`config.mk`:
```
export PLATFORM = sky130hd
export DESIGN_NAME = mesh_router_input_buffer
export DESIGN_NICKNAME = d
export VERILOG_FILES = /design/src/rtl/mesh_router_input_buffer.sv
export SDC_FILE = /design/constraint.sdc
export NUM_CORES = 1
export LEC_CHECK = 0
export ABC_AREA = 1
export CAP_MARGIN = 40
export CORE_ASPECT_RATIO = 1.2
export CORE_UTILIZATION = 30
export CTS_CLUSTER_SIZE = 12
export DETAILED_ROUTE_END_ITERATION = 8
export PLACE_DENSITY = 0.47
export SLEW_MARGIN = 20
export SYNTH_ARGS = -nofsm -noshare
export SYNTH_HDL_FRONTEND = slang
export SYNTH_SLANG_ARGS = --single-unit
```
`constraint.sdc`:
```
create_clock -name clk -period 4 [get_ports clk]
set_input_delay 0.6 -clock clk [delete_from_list [all_inputs] [get_ports clk]]
set_output_delay 0.6 -clock clk [all_outputs]
set_load 0.03 [all_outputs]
```
`src/rtl/mesh_router_input_buffer.sv`:
```
// Per-port ingress FIFOs with a round-robin picker that holds one packet until the router grants it.
// Optional macro ROUTER_IN_STATS_EN adds per-port saturating drop counters on output drop_count.
package packet_pkg;
  typedef struct packed {
    logic [7:0]  dest;
    logic [7:0]  src;
    logic [15:0] payload;
  } packet_t;
endpackage

module mesh_router_input_buffer
  import packet_pkg::*;
#(
  parameter int DEPTH = 4,
  parameter int NPORT = 5
) (
  input  logic                         clk,
  input  logic                         rst,
  input  packet_t                      in_data   [NPORT],
  input  logic [NPORT-1:0]             in_valid,
  output logic [NPORT-1:0]             in_ready,
  output packet_t                      out_data  [NPORT],
  output logic [NPORT-1:0]             out_valid,
  input  logic                         grant,
  output logic [$clog2(DEPTH+1)-1:0]   occupancy [NPORT]
`ifdef ROUTER_IN_STATS_EN
  ,
  output logic [15:0]                  drop_count [NPORT]
`endif
);

  localparam int OW   = $clog2(DEPTH + 1);
  localparam int PTRW = $clog2(DEPTH);
  localparam int IW   = $clog2(NPORT);

  typedef enum logic {IDLE, HOLD} state_t;

  state_t            state_q, state_d;
  logic [IW-1:0]     cur_q, cur_d;
  logic [IW-1:0]     last_q, last_d;
  packet_t           hold_q, hold_d;
  logic [IW-1:0]     pick_idx;
  logic              pick_found;
  logic [NPORT-1:0]  wr_en;
  logic [NPORT-1:0]  pop;
  logic [NPORT-1:0]  nonempty;
  packet_t           head [NPORT];

  function automatic logic [IW-1:0] wrap_port(input int v);
    return IW'(v % NPORT);
  endfunction

  for (genvar gi = 0; gi < NPORT; gi++) begin : g_port
    logic [PTRW-1:0] wr_ptr_q, wr_ptr_d;
    logic [PTRW-1:0] rd_ptr_q, rd_ptr_d;
    logic [OW-1:0]   occ_q, occ_d;
    logic            rdy_q, rdy_d;
    packet_t         mem [DEPTH];

    // Write acceptance depends only on registered fullness, so a same-cycle pop never frees a slot.
    assign wr_en[gi] = in_valid[gi] & rdy_q;
    assign pop[gi]   = (state_q == HOLD) && grant && (cur_q == IW'(gi));

    always_comb begin
      wr_ptr_d = wr_ptr_q;
      rd_ptr_d = rd_ptr_q;
      occ_d    = occ_q;
      if (wr_en[gi]) wr_ptr_d = wr_ptr_q + PTRW'(1);
      if (pop[gi])   rd_ptr_d = rd_ptr_q + PTRW'(1);
      case ({wr_en[gi], pop[gi]})
        2'b10:   occ_d = occ_q + OW'(1);
        2'b01:   occ_d = occ_q - OW'(1);
        default: occ_d = occ_q;
      endcase
      rdy_d = (occ_d != OW'(DEPTH));
    end

    always_ff @(posedge clk) begin
      if (!rst) begin
        wr_ptr_q <= '0;
        rd_ptr_q <= '0;
        occ_q    <= '0;
        rdy_q    <= 1'b1;
      end else begin
        wr_ptr_q <= wr_ptr_d;
        rd_ptr_q <= rd_ptr_d;
        occ_q    <= occ_d;
        rdy_q    <= rdy_d;
      end
    end

    always_ff @(posedge clk) begin
      if (rst && wr_en[gi]) mem[wr_ptr_q] <= in_data[gi];
    end

    assign head[gi]      = mem[rd_ptr_q];
    assign nonempty[gi]  = (occ_q != '0);
    assign occupancy[gi] = occ_q;
    assign in_ready[gi]  = rdy_q;
    assign out_valid[gi] = (state_q == HOLD) && (cur_q == IW'(gi));
    assign out_data[gi]  = hold_q;

`ifdef ROUTER_IN_STATS_EN
    logic [15:0] drop_q, drop_d;

    always_comb begin
      drop_d = drop_q;
      if (in_valid[gi] && !rdy_q && (drop_q != 16'hFFFF)) drop_d = drop_q + 16'd1;
    end

    always_ff @(posedge clk) begin
      if (!rst) drop_q <= '0;
      else      drop_q <= drop_d;
    end

    assign drop_count[gi] = drop_q;
`endif
  end

  // Scan backwards so the last hit is the first non-empty port after last_q.
  always_comb begin
    pick_found = |nonempty;
    pick_idx   = '0;
    for (int k = NPORT; k >= 1; k--) begin
      if (nonempty[wrap_port(int'(last_q) + k)]) pick_idx = wrap_port(int'(last_q) + k);
    end
  end

  always_comb begin
    state_d = state_q;
    cur_d   = cur_q;
    last_d  = last_q;
    hold_d  = hold_q;
    case (state_q)
      IDLE: begin
        if (pick_found) begin
          state_d = HOLD;
          cur_d   = pick_idx;
          hold_d  = head[pick_idx];
        end
      end
      HOLD: begin
        if (grant) begin
          state_d = IDLE;
          last_d  = cur_q;
          hold_d  = '0;
        end
      end
      default: state_d = IDLE;
    endcase
  end

  always_ff @(posedge clk) begin
    if (!rst) begin
      state_q <= IDLE;
      cur_q   <= '0;
      last_q  <= IW'(NPORT - 1);
      hold_q  <= '0;
    end else begin
      state_q <= state_d;
      cur_q   <= cur_d;
      last_q  <= last_d;
      hold_q  <= hold_d;
    end
  end

endmodule
```
# == After elaboration in Yosys (flattened, before gate mapping) ==
# Memory sizes are Yosys's and may differ from the RTL's. A register that Yosys moved wholly into a read port is not among the register bits.
# Index checks and enable logic that the tools add are counted.
# classes
n_div,5
n_mux,49
bitwise,7
n_lt_le_gt_ge,6
n_reduce_logical,26
n_addsub,25
n_eq_ne,21
# ops
cell,n
remainder unit 32 x 4 -> 32 bit (second input constant),5
2-to-1 mux 32 bit,4
binary-select mux 32 bit (select 3 bit),1
case mux 32 bit (2 select lines),1
case mux 3 bit (2 select lines),5
adder 2 x 1 -> 2 bit (second input constant),10
< comparator 3 x 4 -> 1 bit (second input constant),5
2-to-1 mux 2 bit,10
2-to-1 mux 1 bit,17
logical AND 1 bit,16
adder 3 x 1 -> 3 bit (second input constant),5
binary-select mux 1 bit (select 3 bit),5
2-to-1 mux 3 bit,5
inequality test 3 bit (second input constant),5
nonzero test 3 bit,5
subtractor 3 x 1 -> 3 bit (second input constant),5
equality test 2 x 1 -> 1 bit (second input constant),5
equality test 2 bit (second input constant),5
adder 3 x 2 -> 4 bit (second input constant),2
adder 3 x 3 -> 4 bit (second input constant),2
equality test 3 x 2 -> 1 bit (second input constant),2
AND reduction 2 bit,3
bitwise AND 1 bit,5
OR reduction 5 bit,1
other kinds (9),10
# totals
n_memories,5
mem_bits_rw,640
word_cells,170
register_bits,79
inputBits,168
# memory_table
memory,depth,width,read_ports,rd_clocked_by_memory_dff,write_ports,line_no,source
g_port[0].mem,4,32,1,1,1,58,packet_t mem [DEPTH];
g_port[1].mem,4,32,1,1,1,58,
g_port[2].mem,4,32,1,1,1,58,
g_port[3].mem,4,32,1,1,1,58,
g_port[4].mem,4,32,1,1,1,58,

# == Longest topological paths before layout ==
# Gate-level depths: netlist of the first run.
# logic_depth
depth_word,15
mapped_depth,35
ltp_nobuf,33

# == Least setup slack after synthesis of the first run ==
# Ideal clock, no wire load.
# synth_path
kind,reg2reg
start,reg last_q[0]
end,"reg hold_q, in the netlist out_data[21]"
path_stages_with_launch,31
setup_slack_ps,-78
required_time_ps,3930
setup_ps,70
arrival_time_ps,4007
path_cell_list,dfxtp_1 buf_2 clkinv_1 ha_1 buf_2 inv_1 ha_1 inv_1 nand4_1 nand2_1 xor2_1 ha_1 nand2_1 nand2_1 nand2_2 o21ai_1 inv_2 nand3_1 nor2_1 inv_1 nand2_1 nand2_1 nand2_1 nand2_1 nand3_2 nand2_4 nand2_4 inv_2 buf_2 nand3_1 a21oi_1
# synth_via
elab_chain_cells,15
word_cells_on_any_way,31
# synth_lines
element,line_no,source
"start, declared",40,"logic [IW-1:0] last_q, last_d;"
"start signal, assigned",157,last_q <= IW'(NPORT - 1);
"start signal, assigned",162,last_q <= last_d;
adder 3 x 3 -> 4 bit,125,if (nonempty[wrap_port(int'(last_q) + k)]) pick_idx = wrap_port(int'(last_q) + k);
remainder unit 32 x 4 -> 32 bit,50,return IW'(v % NPORT);
binary-select mux 1 bit (select 3 bit),125,
2-to-1 mux 1 bit (implied by the code),125,
2-to-1 mux 3 bit (4 in series),125,
2-to-1 mux 3 bit (*),125,
inverter 3 -> 4 bit (implied by the code) (*),139,hold_d = head[pick_idx];
binary-select mux 32 bit (select 3 bit) (*),139,
2-to-1 mux 32 bit (implied by the code) (*) (2 in series),139,
2-to-1 mux 32 bit (*),136,if (pick_found) begin
case mux 32 bit (2 select lines) (*),134,case (state_q)
"end signal, assigned",163,hold_q <= hold_d;
"end, declared",41,"packet_t hold_q, hold_d;"
# Mark *: on every way between the ends. The rest lies on a longest branch, timed or not. The select of a mux whose other input is x is not followed.
# A chain may end at the register's enable or synchronous reset.

# == Worst setup path in the final report of the first run ==
# layout_path
start,reg last_q[0]
end,"reg hold_q, in the netlist out_data[16]"
# The elaborated chain is that of the path after synthesis.

==> impl_metrics.py, run 1 <==
metrics = {
    "run": {
        "cap_violations": 0,
    },
    "critical_path": {
        "path_class": "register to register",
        "cp.arrival_ns": 4.25,
        "end_kind": "register",
        "critPathMaxStageDelay_ns": 0.37,
        "critPathRequiredTime_ns": 4.50,
        "critPathMostFrequentCell": "nand2_1",
        "cpMaxStageDelayCell": "dfxtp_4",
        "r2r-start": "last_q[0]",
        "path_max_fanout": 12,
        "rr_endpoint": "out_data[16]",
        "rrSetupSlack_ns": 0.24,
        "worstRegToRegCells": 31,
        "startpoint_type": "register",
    },
    "drt": {
        "dr.pass1.iters": 6,
        "drt_iter0_markers": 1638,
        "post-route-drc-count": 0,
        "via_per_inst": 4.88,
        "finalWirelength_um": 97400,
        "vias": 21600,
        "wire_per_inst_um": 22.0,
        "final_antenna_net_count": 0,
    },
    "floorplanning": {
        "die_height_um": 355,
        "rows": 129,
        "die_area_sq_mm": 0.105,
        "die_x_um": 297,
        "pin_count": 353,
        "core_area_sq_mm": 0.103,
        "initial_core_util_pct": 30.3,
    },
    "sta": {
        "fin_crit_ns": 3.76,
        "clock_skew_ns": 0.0425,
        "hold_viol": 0,
        "max_slew_margin_pct": 47.4,
        "final_max_slew_viol_count": 0,
        "fin_tns_setup_ns": 0,
        "period_share_pct": 93.9,
        "worstMarginPinSlew_ns": 0.788,
        "rsz0062_at_grt": "yes",
        "setup_viol": 0,
        "fmax_mhz": 266,
    },
    "grt": {
        "grt_max_degree": 65,
        "grt_use_total_pct": 17.9,
        "first_global_vias": 20500,
        "grt_antenna_before_repair": 15,
        "grt_overflow": 0,
        "grt_pass1_wl_um": 138000,
    },
    "synth": {
        "yosys.area_share.adder_pct": 2.36,
        "yosysTopAreaCell": "edfxtp_1",
        "netlist_area_sq_mm": 0.0312,
        "synth.avg_cell_area_sq_um": 11.4,
        "yosys-top-cells-area": "edfxtp_1 62%, dfxtp_1 5.7%, o21ai_0 4.9%, nand2_1 4.7%, nor2_1 3.8%",
        "synth_fp_nets": 2963,
        "synth-edff-count": 640,
        "synthCells": 2739,
        "async_flop_share_pct": 0,
        "yosys.area_share.simple_pct": 12.5,
        "ys_ff_latch": 729,
        "synth_xor_area_share_pct": 0.417,
        "synth_compound_area_share_pct": 10.5,
        "muxShareOfSynthArea_pct": 0.0361,
        "synth_top_family_by_area": "simple AND/OR/NAND/NOR gates",
        "ys.flop_type": "edfxtp_1",
        "ys_seq_area_share_pct": 67.2,
        "synthTopCellsByCount": "640 x edfxtp_1, 390 x nand2_1, 317 x nor2_1",
        "synth_top_area_share_pct": 61.5,
        "ys_types": 42,
        "yosysMostFrequentCell": "edfxtp_1",
        "yosys_warnings": 0,
    },
    "cells_and_area": {
        "fill_cells": 9821,
        "final_util_pct": 37.5,
        "regArea_sq_mm": 0.0210,
        "multi_input_area_sq_mm": 0.00839,
        "drive_above_1_share_pct": 10.2,
        "finish.instance_area_sq_mm": 0.0387,
        "syn2layout_area_growth_pct": 23.8,
        "nNetsFinal": 3217,
    },
    "cts": {
        "htreeDepth": 3,
        "clk_latency_ns": 0.65,
        "cts_hold_buf": 0,
        "clock_tree.root_cell": "clkbuf_16",
        "path_clk_slew_ns": 0.06,
        "cts_sinks": 729,
        "clock_path_buffers": 3,
        "cts_inserted_buffers": 78,
        "cts_tree": "done",
    },
    "power_and_ir_drop": {
        "p_leak_nw": 13.5,
        "irDropWorstVdd_mv": 0.466,
        "p_per_area_mw_per_mm2": 648,
        "power_mw": 25.1,
    },
    "placement": {
        "placed_area_sq_mm": 0.0358,
        "port_buffers": 352,
        "place.gp.congestion": 0.854,
        "hpwl_um": 66600,
    },
    "hold_path": {
        "hold_class": "register to register",
        "hp-start": "g_port[1].rd_ptr_q[1]",
        "hold_depth": 2,
        "hold_end": "g_port[1].rd_ptr_q[1]",
    },
    "outcome": {
        "status": "completed",
    },
}
[repair_timing]
| action | CTS | global route |
|---|---|---|
| resized for setup | 1 | 70 |
| pin swaps | 0 | 23 |
| setup endpoints to repair | 3 | 34 |
| buffers inserted | 0 | 9 |
| gates cloned | 0 | 5 |
[metal layers]
metal	part of all wire [%]	track usage [%]	up-vias	routed length, um
met5	0.083	0	-	81
li1	-	-	10100	-
met3	5.7	3.20	119	5550
met2	50	30.2	643	48300
met4	1.8	4.79	12	1740
met1	43	23.4	10700	41700
[through the flow]
| step | cells | setup WS (ns) | hold slack, ns |
|---|---|---|---|
| 2_1_floorplan | 2739 | 0.0564 | 0.436 |
| 3_3_place_gp | 4270 | 0.0103 | 0.448 |
| 3_5_place_dp | 4273 | -0.0319 | 0.460 |
| 4_1_cts | 4408 | 0.00282 | 0.469 |
| 5_1_grt | 4425 | -0.0745 | 0.481 |
| 6_report | 4429 | 0.243 | 0.469 |
[where the power goes]
group	switching, mW	internal [mW]
sequential	0.378	8.66
combinational	5.75	3.42
clock	2.92	3.93
[cells in the final DEF, fill, tap and decap left out, drive strengths merged]
cell | netlist | final
a211oi | 1 | 1
a21boi | 1 | 1
a21oi | 106 | 106
a22oi | 1 | 1
a31o | 1 | 1
a31oi | 1 | 1
a32o | 28 | 28
buf | 164 | 92
bufinv | 0 | 5
clkbuf | 110 | 106
clkdlybuf4s50 | 0 | 352
clkinv | 2 | 24
clkinvlp | 0 | 2
dfxtp | 89 | 89
diode | 0 | 6
edfxtp | 640 | 640
fa | 5 | 5
ha | 51 | 51
inv | 142 | 146
mux2 | 1 | 1
nand2 | 409 | 409
nand3 | 167 | 167
nand3b | 1 | 1
nand4 | 30 | 30
nor2 | 318 | 318
nor3 | 11 | 11
o211ai | 3 | 3
o21ai | 311 | 311
o22ai | 132 | 132
xnor2 | 7 | 7
xor2 | 7 | 7
[registers in the layout, summed over array words and instances, names as in the netlist, named ones only]
name / flops
g_port.wr_ptr_q: 10
state_q: 1
out_data: 32
g_port.occ_q: 15
last_q: 3
g_port.rdy_q: 5
g_port.mem: 640
cur_q: 3
g_port.rd_ptr_q: 10
[critical path: cells and delay by family, from the launching register on]
family	cells	cell delay (ns)
XOR/XNOR	1	0.27
AO/OA/AOI/OAI	1	0.06
adder cells (fa/ha/maj)	2	0.41
flip-flops	1	0.37
buffers and inverters	5	0.51
AND/OR/NAND/NOR	22	1.96
[cells by family after synthesis]
family                   after synthesis
flip-flops                           729
multiplexers                           1
AND/OR/NAND/NOR                      936
AO/OA/AOI/OAI                        585
buffers and inverters                418
adder cells (fa/ha/maj)               56
XOR/XNOR                              14
[worst max path at each step]
| stage | from | depth (start not counted) | slack, ns | end |
|---|---|---|---|---|
| 2_1_floorplan | last_q[0] | 30 | 0.06 | out_data[21] |
| 4_1_cts | last_q[0] | 30 | 0.003 | out_data[12] |
| 6_report | last_q[0] | 31 | 0.24 | out_data[16] |
| 3_5_place_dp | last_q[0] | 31 | -0.03 | out_data[12] |
| 3_3_place_gp | last_q[0] | 26 | 0.01 | out_data[12] |
| 5_1_grt | last_q[0] | 31 | -0.07 | out_data[31] |
[area by class of cell]
class                   count  area share, %
inverters                 144           1.43
flip-flops and latches    729           54.3
clock inverters            33          0.883
multi-input cells        1592           21.7
diodes                      6         0.0388
well taps                1375           4.45
repair buffers            448           11.9
clock buffers             102           5.28
Note: power is estimated with default switching activity, not from simulation.
==> inputs of run 2 (changes only) <==
--- a/config.mk
+++ b/config.mk
@@ -6,13 +6,13 @@
 export NUM_CORES = 1
 export LEC_CHECK = 0
 export ABC_AREA = 1
+export ABC_CLOCK_PERIOD_IN_PS = 4000
 export CAP_MARGIN = 40
 export CORE_ASPECT_RATIO = 1.2
 export CORE_UTILIZATION = 30
 export CTS_CLUSTER_SIZE = 12
 export DETAILED_ROUTE_END_ITERATION = 8
 export PLACE_DENSITY = 0.47
-export SLEW_MARGIN = 20
 export SYNTH_ARGS = -nofsm -noshare
 export SYNTH_HDL_FRONTEND = slang
 export SYNTH_SLANG_ARGS = --single-unit
==> run 2 against run 1 <==
  * Combinational power grew 0.9%
  * Clock skew shrank 0.0080 ns
  * First-iteration DRC count grew 5.4%
  * Maximum frequency shrank 1.2%
  * Wire length is essentially flat
  * Global-route usage is essentially flat
  * Count of clock-buffer cells in the layout shrank 2
  * Largest cell class unchanged
==> impl_metrics.py, run 2 (synthesis gave the netlist of run 1 again) <==
metrics = {
    "hold_path": {
        "hp-start": "g_port[4].rd_ptr_q[1]",
        "hold_class": "register to register",
    },
    "cells_and_area": {
        "largest_register": "g_port.mem",
        "syn2layout_area_growth_pct": 23.8,
        "layout.cells.non_filler": 4425,
        "nNetsFinal": 3214,
        "drive_above_1_share_pct": 10.2,
        "finish.instance_area_sq_mm": 0.0387,
        "largest_reg_flops": 640,
        "final_cell_mix": "640 x edfxtp_1, 376 x nand2_1, 352 x clkdlybuf4s50_1",
        "final_common_cell": "edfxtp_1",
        "fill_cells": 9896,
    },
    "power_and_ir_drop": {
        "p_leak_nw": 13.5,
        "internal_power_mw": 16.0,
        "p_switching_mw": 9.13,
        "p_sw_share_pct": 36.3,
        "p_per_area_mw_per_mm2": 650,
        "combPwrFrac_pct": 36.7,
        "irDropWorstVdd_mv": 0.476,
        "seqPwrFrac_pct": 35.9,
        "p_clk_share_pct": 27.3,
    },
    "critical_path": {
        "critPathMaxStageDelay_ns": 0.38,
        "cpMaxStageDelayCell": "dfxtp_4",
        "path_max_fanout": 12,
        "startpoint_type": "register",
        "r2r-start": "last_q[0]",
        "critPathMostFrequentCell": "nand2_1",
        "path_class": "register to register",
        "critPathRequiredTime_ns": 4.51,
        "worstSetupStartpoint": "last_q[0]",
        "end_kind": "register",
        "cp.arrival_ns": 4.31,
    },
    "cts": {
        "cts_inserted_buffers": 78,
        "cts_hold_buf": 0,
        "clock_tree.root_cell": "clkbuf_16",
        "cts_sinks": 729,
        "clk_latency_ns": 0.65,
        "path_clk_slew_ns": 0.06,
        "htreeDepth": 3,
        "clock_path_buffers": 3,
        "cts_tree": "done",
    },
    "sta": {
        "clock_skew_ns": 0.0345,
        "max_slew_margin_pct": 42.1,
        "worstMarginPinSlew_ns": 0.867,
        "fin_ws_ns": 0.198,
        "fin_tns_setup_ns": 0,
        "period_share_pct": 95.0,
        "fin_crit_ns": 3.80,
        "final_max_slew_viol_count": 0,
        "hold_viol": 0,
        "fmax_mhz": 263,
        "setup_viol": 0,
    },
    "drt": {
        "vias": 21600,
        "final_antenna_net_count": 0,
        "finalWirelength_um": 97500,
        "drt_iter0_markers": 1726,
        "via_per_inst": 4.88,
        "dr.pass1.iters": 5,
        "post-route-drc-count": 0,
        "wire_per_inst_um": 22.0,
    },
    "floorplanning": {
        "pin_count": 353,
        "die_area_sq_mm": 0.105,
        "rows": 129,
        "initial_core_util_pct": 30.3,
        "die_height_um": 355,
        "die_x_um": 297,
        "core_area_sq_mm": 0.103,
    },
    "outcome": {
        "status": "completed",
    },
    "run": {
        "cap_violations": 0,
    },
    "placement": {
        "place.gp.congestion": 0.854,
        "dp_slack_ns": -0.0683,
        "placed_area_sq_mm": 0.0358,
        "hpwl_um": 66700,
        "port_buffers": 352,
        "place_inst": 4273,
    },
    "grt": {
        "grt_overflow": 0,
        "grt_max_degree": 65,
        "grt_use_total_pct": 17.9,
        "grt_antenna_before_repair": 15,
        "first_global_vias": 20600,
        "grt_pass1_wl_um": 137000,
    },
}
-- run 2: cell count changes in the layout (fill, tap and decap cells not counted), sizes merged --
| cell | change |
|---|---|
| bufinv | -1 |
| clkinvlp | -1 |
| buf | -4 |
| diode | -1 |
| clkinv | +7 |
| clkbuf | -1 |
| inv | -3 |
-- run 2: what timing repair did --
action / 4_1_cts / 5_1_grt
hold endpoints to repair: 0 / 0
pin swaps: 0 / 17
endpoints found under the setup margin: 8 / 33
resized for setup: 3 / 68
cloned: 0 / 5
setup buffers: 0 / 7
-- run 2: power groups by stage --
stage	clock [mW]	combinational (mW)	sequential [mW]
2_1_floorplan	0	5.56	9.25
3_3_place_gp	0	8.25	9.19
3_5_place_dp	0	8.35	9.21
4_1_cts	7.05	8.38	9.05
5_1_grt	7.32	9.97	9.08
6_report	6.87	9.24	9.04
-- run 2: final cells by class --
cell class | count | area (sq um) | area share (%)
flip-flops and latches | 729 | 21000 | 54.3
multi-input cells | 1592 | 8390 | 21.7
repair buffers | 445 | 4570 | 11.8
clock buffers | 100 | 2070 | 5.34
well taps | 1375 | 1720 | 4.45
inverters | 144 | 562 | 1.45
clock inverters | 35 | 330 | 0.854
diodes | 5 | 12.5 | 0.0324
-- run 2: worst max-delay path: cells and delay by family, from the launching register on --
family / cells / cell delay [ns]
adders and majority gates: 2 / 0.40
AOI/OAI and AO/OA: 1 / 0.06
buffers and inverters: 5 / 0.60
xor gates and xnor gates: 1 / 0.22
DFF: 1 / 0.38
and+or+nand+nor: 22 / 2.00
-- run 2: through the flow --
stage	utilization, %	hold WS [ns]	total power [mW]
after detailed placement	34.7	0.460	17.6
after CTS	37.1	0.471	24.5
after floorplan	-	0.436	14.8
after global routing	37.5	0.496	26.4
after global placement	34.7	0.448	17.4
final	37.5	0.468	25.1
-- run 2: worst paths after layout --
check        slack, ns  cells past startpoint     endpoint
max               0.20                     31  out_data[9]
min               0.47                      2     register
max reg2reg       0.20                     31  out_data[9]
min reg2reg       0.47                      2     register
-- run 2: routing by layer --
metal,part of all wire (%),GRT usage (%),routed length [um],vias to the layer above
li1,-,-,-,10100
met1,42,23.1,41400,10700
met2,49,30.4,48000,643
met3,6.2,3.38,6010,121
met4,2.0,4.54,1920,12
met5,0.083,0,81,-
